## src/rtl/text_overlay_pkg.sv

```systemverilog
// Shared constants for the animated text overlay: mode encodings and coordinate width.
package text_overlay_pkg;

    localparam int COORD_W = 10;

    typedef enum logic [1:0] {
        MODE_STATIC = 2'd0,
        MODE_SCROLL = 2'd1,
        MODE_BLINK  = 2'd2,
        MODE_REVEAL = 2'd3
    } mode_t;

endpackage

```

## src/rtl/overlay_frame_ticker.sv

```systemverilog
// Frame divider: counts enabled frame_start pulses and flags every STEP_FRAMES-th one.
// step is combinational so the animation state advances on the same clock edge.
module overlay_frame_ticker #(
    parameter int STEP_FRAMES = 4
) (
    input  logic clk,
    input  logic rst,
    input  logic frame_start,
    input  logic enable,
    input  logic clear,
    output logic step
);

    localparam int DIV_W = (STEP_FRAMES > 1) ? $clog2(STEP_FRAMES) : 1;
    localparam logic [DIV_W-1:0] DIV_LAST = DIV_W'(STEP_FRAMES - 1);

    logic [DIV_W-1:0] frame_div;
    logic             advance;

    assign advance = frame_start & enable;

    // Step fires on the last frame of a period unless a mode change is restarting the period.
    always_comb begin
        step = 1'b0;
        if (advance && !clear && (frame_div == DIV_LAST)) begin
            step = 1'b1;
        end else begin
            step = 1'b0;
        end
    end

    // Frame divider: wraps at the period end, restarts on clear, holds while disabled.
    always_ff @(posedge clk or posedge rst) begin
        if (rst) begin
            frame_div <= '0;
        end else if (advance) begin
            if (clear || (frame_div == DIV_LAST)) begin
                frame_div <= '0;
            end else begin
                frame_div <= frame_div + DIV_W'(1);
            end
        end else begin
            frame_div <= frame_div;
        end
    end

endmodule

```

## src/rtl/text_overlay_anim.sv

```systemverilog
// Animated 1-bpp text overlay: maps the pixel position to a bitmap cell, applies the
// current animation gate (scroll offset, blink phase or reveal width) and registers the result.
module text_overlay_anim
    import text_overlay_pkg::*;
#(
    parameter int                          TEXT_W      = 46,
    parameter int                          TEXT_H      = 9,
    parameter logic [TEXT_W*TEXT_H-1:0]    BITMAP      = '0,
    parameter int                          SCALE_LOG2  = 3,
    parameter int                          ORIGIN_X    = 18,
    parameter int                          ORIGIN_Y    = 12,
    parameter int                          STEP_FRAMES = 4
) (
    input  logic               clk,
    input  logic               rst,
    input  logic [COORD_W-1:0] x,
    input  logic [COORD_W-1:0] y,
    input  logic               frame_start,
    input  logic               enable,
    input  logic [1:0]         mode,
    output logic               overlay_active,
    output logic               reveal_done
);

    localparam int CNT_W = 8;
    localparam int IDX_W = 14;
    localparam int BMP_W = TEXT_W * TEXT_H;

    localparam logic [COORD_W-1:0] ORG_X    = COORD_W'(ORIGIN_X);
    localparam logic [COORD_W-1:0] ORG_Y    = COORD_W'(ORIGIN_Y);
    localparam logic [COORD_W-1:0] TW_COORD = COORD_W'(TEXT_W);
    localparam logic [COORD_W-1:0] TH_COORD = COORD_W'(TEXT_H);
    localparam logic [COORD_W:0]   TW_SUM   = (COORD_W+1)'(TEXT_W);
    localparam logic [CNT_W-1:0]   TW_CNT   = CNT_W'(TEXT_W);
    localparam logic [CNT_W-1:0]   TW_LAST  = CNT_W'(TEXT_W - 1);

    mode_t              mode_q;
    logic [CNT_W-1:0]   scroll_pos;
    logic               blink_on;
    logic [CNT_W-1:0]   reveal_cnt;

    logic               mode_change;
    logic               step;
    logic [COORD_W-1:0] col;
    logic [COORD_W-1:0] row;
    logic               in_range;
    logic [COORD_W:0]   scroll_sum;
    logic [COORD_W-1:0] scol;
    logic [IDX_W-1:0]   bit_idx;
    logic [BMP_W-1:0]   bitmap_shift;
    logic               gate;
    logic               pixel_next;

    // A new mode only takes effect at a frame boundary, and only when it actually differs.
    assign mode_change = frame_start & enable & (mode != mode_q);

    overlay_frame_ticker #(
        .STEP_FRAMES (STEP_FRAMES)
    ) u_ticker (
        .clk         (clk),
        .rst         (rst),
        .frame_start (frame_start),
        .enable      (enable),
        .clear       (mode_change),
        .step        (step)
    );

    // Cell coordinates relative to the origin; underflow wraps high and falls out of range.
    assign col        = (x >> SCALE_LOG2) - ORG_X;
    assign row        = (y >> SCALE_LOG2) - ORG_Y;
    assign in_range   = (col < TW_COORD) && (row < TH_COORD);
    assign scroll_sum = (COORD_W+1)'(col) + (COORD_W+1)'(scroll_pos);

    // Source column: scrolling wraps with one compare-subtract since both terms are below TEXT_W.
    always_comb begin
        scol = col;
        if (mode_q == MODE_SCROLL) begin
            if (scroll_sum >= TW_SUM) begin
                scol = COORD_W'(scroll_sum - TW_SUM);
            end else begin
                scol = COORD_W'(scroll_sum);
            end
        end else begin
            scol = col;
        end
    end

    // Bit lookup by shifting so an out-of-range index reads zero instead of X.
    assign bit_idx      = IDX_W'(row) * IDX_W'(TEXT_W) + IDX_W'(scol);
    assign bitmap_shift = BITMAP >> bit_idx;

    // Animation gate for the current mode.
    always_comb begin
        gate = 1'b1;
        case (mode_q)
            MODE_STATIC: gate = 1'b1;
            MODE_SCROLL: gate = 1'b1;
            MODE_BLINK:  gate = blink_on;
            MODE_REVEAL: gate = (col < COORD_W'(reveal_cnt));
            default:     gate = 1'b1;
        endcase
    end

    assign pixel_next = bitmap_shift[0] & enable & in_range & gate;

    // Registered pixel flag, recomputed every cycle so it never holds a stale value.
    always_ff @(posedge clk or posedge rst) begin
        if (rst) begin
            overlay_active <= 1'b0;
        end else begin
            overlay_active <= pixel_next;
        end
    end

    // Mode latch and per-step animation state; a mode change restarts the animation.
    always_ff @(posedge clk or posedge rst) begin
        if (rst) begin
            mode_q      <= MODE_STATIC;
            scroll_pos  <= '0;
            blink_on    <= 1'b1;
            reveal_cnt  <= '0;
            reveal_done <= 1'b0;
        end else if (mode_change) begin
            mode_q      <= mode_t'(mode);
            scroll_pos  <= '0;
            blink_on    <= 1'b1;
            reveal_cnt  <= '0;
            reveal_done <= 1'b0;
        end else if (step) begin
            case (mode_q)
                MODE_SCROLL: begin
                    if (scroll_pos >= TW_LAST) begin
                        scroll_pos <= '0;
                    end else begin
                        scroll_pos <= scroll_pos + CNT_W'(1);
                    end
                end
                MODE_BLINK: begin
                    blink_on <= ~blink_on;
                end
                MODE_REVEAL: begin
                    if (reveal_cnt < TW_CNT) begin
                        reveal_cnt <= reveal_cnt + CNT_W'(1);
                    end else begin
                        reveal_cnt <= reveal_cnt;
                    end
                    if (reveal_cnt >= TW_LAST) begin
                        reveal_done <= 1'b1;
                    end else begin
                        reveal_done <= reveal_done;
                    end
                end
                default: begin
                    scroll_pos <= scroll_pos;
                end
            endcase
        end else begin
            mode_q <= mode_q;
        end
    end

endmodule

```

## config.mk

```make
export PLATFORM = sky130hd
export DESIGN_NAME = text_overlay_anim
export DESIGN_NICKNAME = d
export VERILOG_FILES = /design/src/rtl/text_overlay_pkg.sv /design/src/rtl/overlay_frame_ticker.sv /design/src/rtl/text_overlay_anim.sv
export SDC_FILE = /design/constraint.sdc
export NUM_CORES = 1
export LEC_CHECK = 0
export BUFFER_PORTS_ARGS = -buffer_cell sky130_fd_sc_hd__buf_2
export CORE_MARGIN = 2
export CORE_UTILIZATION = 41
export CTS_BUF_LIST = sky130_fd_sc_hd__clkbuf_8 sky130_fd_sc_hd__clkbuf_16
export DETAILED_ROUTE_END_ITERATION = 8
export HOLD_SLACK_MARGIN = 0.1
export PLACE_DENSITY = 0.84
export SYNTH_ARGS = -nofsm -noshare
export SYNTH_HDL_FRONTEND = slang
export SYNTH_SLANG_ARGS = --single-unit
```

## constraint.sdc

```tcl
create_clock -name clk -period 1.7 [get_ports clk]
set_clock_uncertainty 0.05 [all_clocks]
set_input_delay 0.085 -clock clk [delete_from_list [all_inputs] [get_ports clk]]
set_output_delay 0.085 -clock clk [all_outputs]
set_load 0.03 [all_outputs]
```

After elaboration in Yosys (flattened, before gate mapping)
Cells that the tools add are included.
{"block": "word_totals", "regBits": 23, "in_bits": 26, "out_inout_bits": 2}
{"block": "op_classes", "n_mul": 1, "shifts": 1, "order_cmp": 7, "n_reduce_logical": 17, "n_bitwise": 6, "muxes": 20, "eq_ne": 5, "add_sub_neg": 8}
{"op": "$mux 8", "n": 8}
{"op": "$mux 10", "n": 2}
{"op": "$add 8x1->8 const B", "n": 2}
{"op": "$ge 8x6->1 const B", "n": 2}
{"op": "$add 14x10->14", "n": 1}
{"op": "$shr 1x14->1 const A", "n": 1}
{"op": "$mul 10x5->13 const B", "n": 1}
{"op": "$reduce_bool 2->1", "n": 6}
{"op": "$add 10x8->11", "n": 1}
{"op": "$ge 11x6->1 const B", "n": 1}
{"op": "$lt 10x4->1 const B", "n": 1}
{"op": "$lt 10x6->1 const B", "n": 1}
{"op": "$lt 10x8->1", "n": 1}
{"op": "$sub 10x6->10 const B", "n": 1}
{"op": "$lt 8x6->1 const B", "n": 1}
{"op": "$mux 1", "n": 8}
{"op": "$sub 7x4->8 const B", "n": 1}
{"op": "$sub 7x5->8 const B", "n": 1}
{"op": "$eq 2x2->1 const B", "n": 3}
{"op": "$reduce_and 3->1", "n": 2}
{"op": "$and 1x1->1", "n": 5}
{"op": "$reduce_and 2->1", "n": 2}
{"op": "$logic_and 1x1->1", "n": 3}
{"op": "$pmux 1 s3", "n": 1}
{"op": "other kinds (9)", "n": 9}

Depth between registers and ports, before layout
{"block": "logic_depth", "ltp_word": 10, "mapped_depth": 6, "depth_no_buf": 6}

Modules after synthesis
Synthesis repeated with hierarchy kept, for this count alone.
{"block": "unflattened", "cells_unflattened": 67, "hier_area_um2": 706.9}
{"module": "text_overlay_anim", "area_each_um2": 595.6, "cells_each": 58, "instances": 1}
{"module": "overlay_frame_ticker", "area_each_um2": 111.4, "cells_each": 9, "instances": 1}

Worst setup path before layout
No wires, ideal clock.
{"block": "synth_path", "path_kind": "register to register", "from": "register reveal_cnt[4]", "to": "register reveal_cnt[3]", "arrival_time_ps": 1660, "path_buffers": 1, "slack_ps": -88, "path_stages_with_launch": 6, "period_less_slack_ps": 1788, "path_cell_list": "dfrtp_1 > a211oi_2 > or3b_1 > buf_2 > or4_1 > a21oi_1"}
{"block": "synth_between", "elab_chain_len": 3}
{"element": "start, declared", "line_no": "text_overlay_anim.sv:40", "source": "logic [CNT_W-1:0] reveal_cnt;"}
{"element": "start signal, assigned", "line_no": "text_overlay_anim.sv:143", "source": "reveal_cnt <= reveal_cnt + CNT_W'(1);"}
{"element": "start signal, assigned", "line_no": "text_overlay_anim.sv:145", "source": "reveal_cnt <= reveal_cnt;"}
{"element": "$lt 8x6->1", "line_no": "text_overlay_anim.sv:142", "source": "if (reveal_cnt < TW_CNT) begin"}
{"element": "$reduce_bool 2->1 (no line)"}
{"element": "$reduce_and 3->1 (no line)"}
Every way passes these cells.
A chain may end at the register's enable or synchronous reset.

Final worst setup path
Same ends and word-level chain as after synthesis.

==> results_dict.tcl <==
set metrics [dict create \
    outcome "complete, but fails checks" \
    violations "negative setup slack" \
    wl_per_cell_um 16.1 \
    wl_met2_mm 1.06 \
    ys.flop_type "dfrtp_1" \
    synth_nets 101 \
    cts_buffer_depth 2 \
    grt_use_total 0.207 \
    drt-initial-drc-count 22 \
    synth_seq_cells 13 \
    ys_async_sr_fraction 1.00 \
    rows 15 \
    tritoncts "built" \
    synth.avg_cell_area_sq_um 10.0 \
    synth_top_area_frac 0.456 \
    top_level_ports 28 \
    routed_wl_mm 1.88 \
    start_util 0.422 \
    cts.sinks 13 \
    pre_cts_slack_ns -0.139 \
    synth.distinct_cells 31 \
    hold_viol_final 0 \
    cap_violations 0 \
    synth_area_leader_cell "dfrtp_1" \
    fin_cells 117 \
    place_congestion 0.815 \
    ant_nets 0 \
    cp_max_fo 4 \
    arrival_ns 1.95 \
    cts.clk_slew.worst_paths_ns 0.06 \
    ctsRootBufferMaster "clkbuf_8" \
    relSlewSlack 0.667 \
    dr_wl_met3_um 111 \
    drive_above_1_share 0.340 \
    top_layer "met4" \
    die-area_sq_mm 0.00209 \
    worstPathRequired_ns 1.82 \
    numCtsBuffers 3 \
    syn_inst 71 \
    core_area_sq_mm 0.00169 \
    setup_viol 4 \
    dieHeight_um 45.7 \
    n_antenna_cell 0 \
    seq_area_frac_synth 0.456 \
    post-place-cells 100 \
    htreeDepth 1 \
    setup_slack_ns -0.128 \
    grt-ovfl-total 0 \
    yosys_warnings 0 \
    first_pass_iters 4 \
    antenna_found_initial 0 \
    synth_top_cells_by_count "dfrtp_1, a21oi_1, nand3_1" \
    grt_start_max_net_pins 14 \
    finalCritPeriodShare 1.08 \
    drc_errors 0 \
    yosys.cell_count.top_type "dfrtp_1" \
    ir_worst_vdd_mv 0.479 \
    leakage_nw 0.464 \
    p_per_area_mw_per_mm2 782 \
    worst_slew_pin_slew_ns 0.499 \
    worstSetupPathType "reg -> reg" \
    grt_pass1_wl_mm 3.04 \
    viasPerCell 5.86 \
    place_hpwl_mm 1.06 \
    holdCritPathClass "in -> reg" \
    slew_violations 0 \
    synth_edf_count 0 \
    yosys-top-cells-area "dfrtp_1, ha_1, a21oi_1" \
    rsz0062_at_grt "true" \
    syn_area_sq_um 713 \
    wl_met1_um 685 \
    clk_latency_ns 0.25 \
    fp.dieW_um 45.7 \
    port_buffers 6 \
    first_global_vias 740 \
    fmax_mhz 547 \
    fin_nets 131 \
    area_growth_pct 38.4 \
    fin_crit_ns 1.83 \
    crit_path_end_kind "flip-flop" \
    vias 686 \
    startpoint_type "flip-flop" \
]
[kinds of logic after synthesis]
logic type | after synthesis | synth area share
adder cells (fa/ha/maj) | 4 | 0.0702
other | 1 | 0.00526
XOR/XNOR | 2 | 0.0246
flip-flops | 13 | 0.456
buffers and inverters | 7 | 0.0438
AO/OA/AOI/OAI | 18 | 0.181
AND/OR/NAND/NOR | 24 | 0.188
multiplexers | 2 | 0.0316
[report_power, final]
part | leakage (nW) | total, mW | switching (mW) | internal, mW
logic | 0.262 | 0.139 | 0.0643 | 0.0745
clock network | 0.0269 | 0.276 | 0.116 | 0.160
registers | 0.174 | 0.358 | 0.0216 | 0.336
[placed cells by master (no fill, tap or decap), types with 2 or more instances in the layout]
cell type,synthesis,layout
a21oi_1,5,4
and2_1,2,2
buf_2,1,6
buf_4,1,16
clkbuf_8,0,3
dfrtp_1,13,13
dlygate4sd3_1,0,5
ha_1,4,4
inv_1,4,5
mux2_2,2,2
nand2_1,3,3
nand3_1,5,4
nor2_1,3,3
nor2b_1,2,2
nor3_1,2,2
o21ai_0,3,3
o31ai_1,3,3
or3_1,2,2
xor2_1,2,2
[through the flow]
stage | util | power [mW] | area, sq um | hold slack (ns) | setup TNS [ns]
after floorplan | - | 0.434 | 719 | -0.0880 | -0.0718
after global placement | 0.483 | 0.474 | 816 | 0.0739 | -0.0693
after detailed placement | 0.483 | 0.482 | 816 | 0.0894 | -0.374
after CTS | 0.572 | 0.777 | 966 | 0.268 | -0.0675
after global routing | 0.584 | 0.811 | 987 | 0.324 | -0.529
final | 0.584 | 0.772 | 987 | 0.268 | -0.302
[area by class of cell]
type	count	area [sq um]
clock buffers	3	41.3
multi-input cells	51	369
repair buffers	28	211
fillers	134	702
well taps	17	21.3
inverters	4	15.0
flip-flops and latches	13	325
clock inverters	1	3.75
[critical path, cell delays in order, from the launching register on]
cell      delay [ns]
dfrtp_1         0.39
buf_4           0.14
buf_4           0.12
buf_4           0.13
nand4b_1        0.31
nor3_1          0.34
o31ai_1         0.14
a21oi_1         0.15
[per-layer routing]
metal,GRT usage,vias to the layer above
met5,0,-
met2,0.369,44
met1,0.215,329
met3,0.0556,4
met4,0.120,0
li1,-,309
[path summary, 6_finish.rpt]
path	startpoint	endpoint	slack (ns)	cells after the start
min	enable	u_ticker.frame_div[1]$_DFFE_PP0P_	0.27	5
max in group asynchronous	rst	reveal_cnt[0]$_DFFE_PP0P_	0.91	3
max	reveal_cnt[4]$_DFFE_PP0P_	reveal_cnt[3]$_DFFE_PP0P_	-0.13	7
min reg2reg	reveal_done$_DFFE_PP0P_	reveal_done$_DFFE_PP0P_	0.45	2
min in group asynchronous	rst	u_ticker.frame_div[1]$_DFFE_PP0P_	0.35	3
max reg2reg	reveal_cnt[4]$_DFFE_PP0P_	reveal_cnt[3]$_DFFE_PP0P_	-0.13	7
[state kept, by name, summed over array words and instances (netlist names)]
| signal | cells |
|---|---|
| u_ticker.frame_div | 2 |
| reveal_done | 1 |
| reveal_cnt | 8 |
| mode_q | 2 |
[timing repair]
| action | 4_1_cts | 5_1_grt |
|---|---|---|
| setup endpoints to repair | 5 | 7 |
| pin swaps | 1 | 2 |
| gates resized for setup | 1 | 4 |
| hold buffers | 5 | 0 |
| endpoints found under the hold margin | 16 | 0 |
| buffers inserted | 7 | 2 |
No activity file was read; power rests on OpenSTA's default activity.
